$ cat config.mk
export PLATFORM = sky130hd
export DESIGN_NAME = booth_mul_arb
export DESIGN_NICKNAME = d
export VERILOG_FILES = /design/src/rtl/booth_mul_arb.sv
export SDC_FILE = /design/constraint.sdc
export NUM_CORES = 1
export LEC_CHECK = 0
export CORE_MARGIN = 1.5
export CORE_UTILIZATION = 42
export CTS_CLUSTER_SIZE = 10
export DETAILED_ROUTE_END_ITERATION = 12
export PLACE_DENSITY = 0.77
export SYNTH_ARGS = -nofsm -noshare
export SYNTH_HDL_FRONTEND = slang
export SYNTH_SLANG_ARGS = --single-unit
$ cat constraint.sdc
create_clock -name clk -period 3 [get_ports clk]
set_input_delay 0.9 -clock clk [delete_from_list [all_inputs] [get_ports clk]]
set_output_delay 0.9 -clock clk [all_outputs]
set_load 0.02 [all_outputs]
$ cat src/rtl/booth_mul_arb.sv
// Round-robin arbiter sharing one booth_mul between two requesters.
// Optional macro BOOTH_ARB_ZERO_SKIP_EN bypasses the multiplier when an operand is zero.
module booth_mul_arb #(
  parameter int WIDTH   = 16,
  parameter int MUL_LAT = 17,
  parameter int CNT_W   = 5
) (
  input  logic               clk,
  input  logic               n_rst,
  input  logic               req0,
  input  logic [WIDTH-1:0]   a0,
  input  logic [WIDTH-1:0]   b0,
  output logic               gnt0,
  output logic               done0,
  output logic [2*WIDTH-1:0] res0,
  input  logic               req1,
  input  logic [WIDTH-1:0]   a1,
  input  logic [WIDTH-1:0]   b1,
  output logic               gnt1,
  output logic               done1,
  output logic [2*WIDTH-1:0] res1,
  output logic               mul_start,
  output logic [WIDTH-1:0]   mul_m,
  output logic [WIDTH-1:0]   mul_q,
  input  logic [2*WIDTH-1:0] mul_result,
  output logic               busy
);

  typedef enum logic [1:0] {IDLE, START, WAIT, DONE} state_t;

  state_t             state_q, state_d;
  logic [CNT_W-1:0]   cnt_q, cnt_d;
  logic               owner_q, owner_d;
  logic               last_q, last_d;
  logic               gnt0_q, gnt0_d, gnt1_q, gnt1_d;
  logic               done0_q, done0_d, done1_q, done1_d;
  logic               busy_q, busy_d;
  logic               mul_start_q, mul_start_d;
  logic [WIDTH-1:0]   mul_m_q, mul_m_d, mul_q_q, mul_q_d;
  logic [2*WIDTH-1:0] res0_q, res0_d, res1_q, res1_d;

  logic               sel;
  logic [WIDTH-1:0]   sel_a, sel_b;

`ifdef BOOTH_ARB_ZERO_SKIP_EN
  logic               zero_q, zero_d;
`endif

  // On a tie the requester that was not served last wins.
  always_comb begin
    sel   = (req0 && req1) ? ~last_q : req1;
    sel_a = sel ? a1 : a0;
    sel_b = sel ? b1 : b0;
  end

  always_comb begin
    state_d     = state_q;
    cnt_d       = cnt_q;
    owner_d     = owner_q;
    last_d      = last_q;
    mul_m_d     = mul_m_q;
    mul_q_d     = mul_q_q;
    res0_d      = res0_q;
    res1_d      = res1_q;
    gnt0_d      = 1'b0;
    gnt1_d      = 1'b0;
    done0_d     = 1'b0;
    done1_d     = 1'b0;
    mul_start_d = 1'b0;
`ifdef BOOTH_ARB_ZERO_SKIP_EN
    zero_d      = zero_q;
`endif

    case (state_q)
      IDLE: begin
        if (req0 || req1) begin
          owner_d = sel;
          mul_m_d = sel_a;
          mul_q_d = sel_b;
          gnt0_d  = ~sel;
          gnt1_d  = sel;
          state_d = START;
`ifdef BOOTH_ARB_ZERO_SKIP_EN
          zero_d      = (sel_a == '0) || (sel_b == '0);
          mul_start_d = ~zero_d;
`else
          mul_start_d = 1'b1;
`endif
        end
      end

      START: begin
`ifdef BOOTH_ARB_ZERO_SKIP_EN
        if (zero_q) begin
          if (owner_q) res1_d = '0;
          else         res0_d = '0;
          done0_d = ~owner_q;
          done1_d = owner_q;
          state_d = DONE;
        end else begin
          cnt_d   = CNT_W'(MUL_LAT - 1);
          state_d = WAIT;
        end
`else
        cnt_d   = CNT_W'(MUL_LAT - 1);
        state_d = WAIT;
`endif
      end

      // booth_mul has no done flag, so the product is taken on a fixed count.
      WAIT: begin
        if (cnt_q == '0) begin
          if (owner_q) res1_d = mul_result;
          else         res0_d = mul_result;
          done0_d = ~owner_q;
          done1_d = owner_q;
          state_d = DONE;
        end else begin
          cnt_d = cnt_q - CNT_W'(1);
        end
      end

      DONE: begin
        last_d  = owner_q;
        state_d = IDLE;
      end

      default: state_d = IDLE;
    endcase

    busy_d = (state_d != IDLE);
  end

  always_ff @(posedge clk or negedge n_rst) begin
    if (!n_rst) begin
      state_q     <= IDLE;
      cnt_q       <= '0;
      owner_q     <= 1'b0;
      last_q      <= 1'b1;
      mul_m_q     <= '0;
      mul_q_q     <= '0;
      res0_q      <= '0;
      res1_q      <= '0;
      gnt0_q      <= 1'b0;
      gnt1_q      <= 1'b0;
      done0_q     <= 1'b0;
      done1_q     <= 1'b0;
      mul_start_q <= 1'b0;
      busy_q      <= 1'b0;
`ifdef BOOTH_ARB_ZERO_SKIP_EN
      zero_q      <= 1'b0;
`endif
    end else begin
      state_q     <= state_d;
      cnt_q       <= cnt_d;
      owner_q     <= owner_d;
      last_q      <= last_d;
      mul_m_q     <= mul_m_d;
      mul_q_q     <= mul_q_d;
      res0_q      <= res0_d;
      res1_q      <= res1_d;
      gnt0_q      <= gnt0_d;
      gnt1_q      <= gnt1_d;
      done0_q     <= done0_d;
      done1_q     <= done1_d;
      mul_start_q <= mul_start_d;
      busy_q      <= busy_d;
`ifdef BOOTH_ARB_ZERO_SKIP_EN
      zero_q      <= zero_d;
`endif
    end
  end

  assign gnt0      = gnt0_q;
  assign gnt1      = gnt1_q;
  assign done0     = done0_q;
  assign done1     = done1_q;
  assign res0      = res0_q;
  assign res1      = res1_q;
  assign mul_start = mul_start_q;
  assign mul_m     = mul_m_q;
  assign mul_q     = mul_q_q;
  assign busy      = busy_q;

endmodule

==> results.md <==
- Status: complete, no violations
- TritonCTS Sinks: 111
- Setup TNS: 0 ns
- Worst Skew: 0.0115 ns
- Total gr overflow: 0
- Unrepaired setup endpoints after global routing: false
- DRT iter0 DRCs: 187
- Flop-to-flop setup slack: 0.59 ns
- Flop pwr share: 35.8%
- GRT Resource Usage Total: 20.4%
- Post-synthesis adder-cell area fraction: 1.37%
- Total power density per cell area: 1070 nW/um^2
- TritonCTS Buffers: 9
- Max IR drop VDD: 0.000538 V
- Post-synthesis simple-gate area fraction: 6.77%
- Detail Placement HPWL: 8660 um
- Switching share of power: 37.9%
- Synth Net Count: 448
- CTS hold repair buffers: 0
- Post-route ant nets: 0
- Final min period: 2.41 ns
- CTS tree: yes
- Hold WS: 0.508 ns
- Start point of the critical path: cnt_q[0]
- DRC Markers: 0
- Top_reg_cell synth: dfrtp_1
- Area share of the leading cell type in the synthesized netlist: 60.1%
- Psw: 2790 uW
- Seq/Total Area, Yosys: 60.6%
- Drt via density: 5.15
- Setup crit start kind: flop
- Mapped Area: 4580 sq um
- Layout cell share with drive strength beyond 1: 18.1%
- Antenna violations before repair: 0
- Pin count of the biggest net entering global routing: 42
- Count of cell types in the netlist: 31
- Worst-path maximum fanout: 33
- Worst-path clk slew: 0.10 ns
- Worst r2r src: cnt_q[0]
- Int Pwr: 4580 uW
- Ys Warns: 0
- Nets: 648
- Kind of critical path: flop to flop
- Slew headroom: 55.2%
- DR WL/cell: 17.1 um
- Routed Wire Length: 11700 um
- Synth top area cells: dfrtp_1 60%, mux2_4 9.5%, mux2_2 8.8%
- Die Area: 11500 sq um
- Clock share of power: 11.5%
- Number of diodes: 0
- Least-Margin Pin Slew: 0.669 ns
- Die Y: 107 um
- Req. time, crit path: 3.24 ns
- Post-route clock period utilization: 80.5%
- Worst skew pair latency: 0.36 ns
- Synth Instances: 343
- Cell taking the most area after synthesis: dfrtp_1
- Fin. Hold Viols: 0
- EDFF count, synth: 0
- Final WS setup: 0.586 ns
- Main combinational cell family by area after synthesis: multiplexers
- Num ports: 202
- Worst Setup End Kind: flop
- Vias in the first global route: 3585
- Peak Freq: 414 MHz
- DR pass1 iterations: 7
- Mux cell area share after synthesis: 18.4%
- Core area: 10500 sq um
- Leak: 0.00311 uW
- Setup Buffers After CTS: 0
- Cts repair resizes: 0
- CP arrival: 2.66 ns
- Endpoints failing setup: 0
- Standard-cell row count: 37
- IO Port Bufs: 201
- DR vias: 3521
- Die W: 107 um
- Initial Util: 43.8%
- Root buf cell: clkbuf_8
- Dpl ws: 0.437 ns
- Compound-gate portion of the synthesized area: 9.26%
- Max Cap Viol: 0
- Synth-to-layout area growth: 50.7%
- Syn avg cell area: 13.4 sq um
- First-pass GRT wire length: 18100 um
- CTS Buffer Depth: 2
- Xor and xnor area share after synthesis: 0%
- H-tree levels: 3
- Gp weighted congestion: 0.746
- Most frequent cell after synthesis: dfrtp_1
- Top cells by count, synth: 110 x dfrtp_1, 43 x a21oi_1, 36 x mux2_2
- Hold crit path type: input port to asynchronous set/reset pin
- Post-synth ARST share: 100%
- Fin. max-slew vios: 0
- Logic gate share of total power: 52.6%
- Post-synthesis sequential element count: 111
sequential cells by signal (all words and copies together) (netlist names):
| signal | count |
|---|---|
| done0 | 1 |
| mul_q | 16 |
| gnt1 | 1 |
| res1 | 32 |
| state_q | 2 |
| busy | 1 |
| mul_m | 16 |
| mul_start | 1 |
| done1 | 1 |
| res0 | 32 |
| owner_q | 1 |
| last_q | 1 |
| cnt_q | 5 |
| gnt0 | 1 |
metal layers:
metal	vias up	wire, um	global-route usage (%)
met5	-	0	0
met2	163	5570	33.1
li1	1608	-	-
met4	0	142	6.48
met1	1739	4890	25.6
met3	11	1100	6.90
layout make-up:
cell class	count	area, sq um
clock buffer	9	124
clock inverter	7	61.3
fill	797	3560
inverter	8	30.0
multi-input combinational	204	1650
sequential	111	2780
tap	136	170
timing repair buffer	209	2090
cell families (layout without fill, tap and decap cells):
| kind of cell | after synthesis | in the layout |
|---|---|---|
| compound gates | 68 | 68 |
| buf+inv | 28 | 233 |
| mux | 65 | 65 |
| fa+ha+maj | 5 | 5 |
| flops | 111 | 111 |
| simple gates | 66 | 66 |
placed cells by master, fill, tap and decap left out, types with 2 or more instances in the layout:
cell,instances
clkbuf_8,9
ha_1,5
inv_1,8
buf_4,7
and3_1,11
nand2_1,22
a221o_1,11
inv_6,2
mux2_4,29
mux2_2,36
clkdlybuf4s50_1,200
o211ai_1,3
o31ai_1,3
nor2_1,24
dfrtp_1,110
a21oi_1,43
buf_12,2
o21ai_0,3
inv_8,2
through the flow:
step / instance area [sq um] / power (uW) / cells / utilization (%)
after floorplan: 4580 / 4720 / 343 / -
after global placement: 6720 / 6450 / 668 / 64.2
after detailed placement: 6720 / 6570 / 668 / 64.2
after CTS: 6910 / 7440 / 684 / 66.0
after global routing: 6910 / 7810 / 684 / 66.0
final: 6910 / 7370 / 684 / 66.0
worst max-delay path, cell delays in order (launching register included):
cell and delay [ns]:
dfrtp_1 0.42, inv_1 0.07, ha_1 0.18, or4b_4 0.49, or3_2 0.42, buf_4 0.31
mux2_4 0.38
power groups by stage:
stage,logic [uW],clock network [uW],registers (uW)
after floorplan,1280,0,3430
after global placement,3820,0,2640
after detailed placement,3900,0,2670
after CTS,3910,877,2650
after global routing,4130,943,2730
final,3880,850,2640
final timing paths:
path,depth (start not counted),to
max in group asynchronous,2,res0[19]
max,6,res0[1]
max reg2reg,6,res0[1]
min reg2reg,1,res0[13]
min,1,res0[7]
min in group clk,1,res0[13]
(Power assumes the default switching activity.)
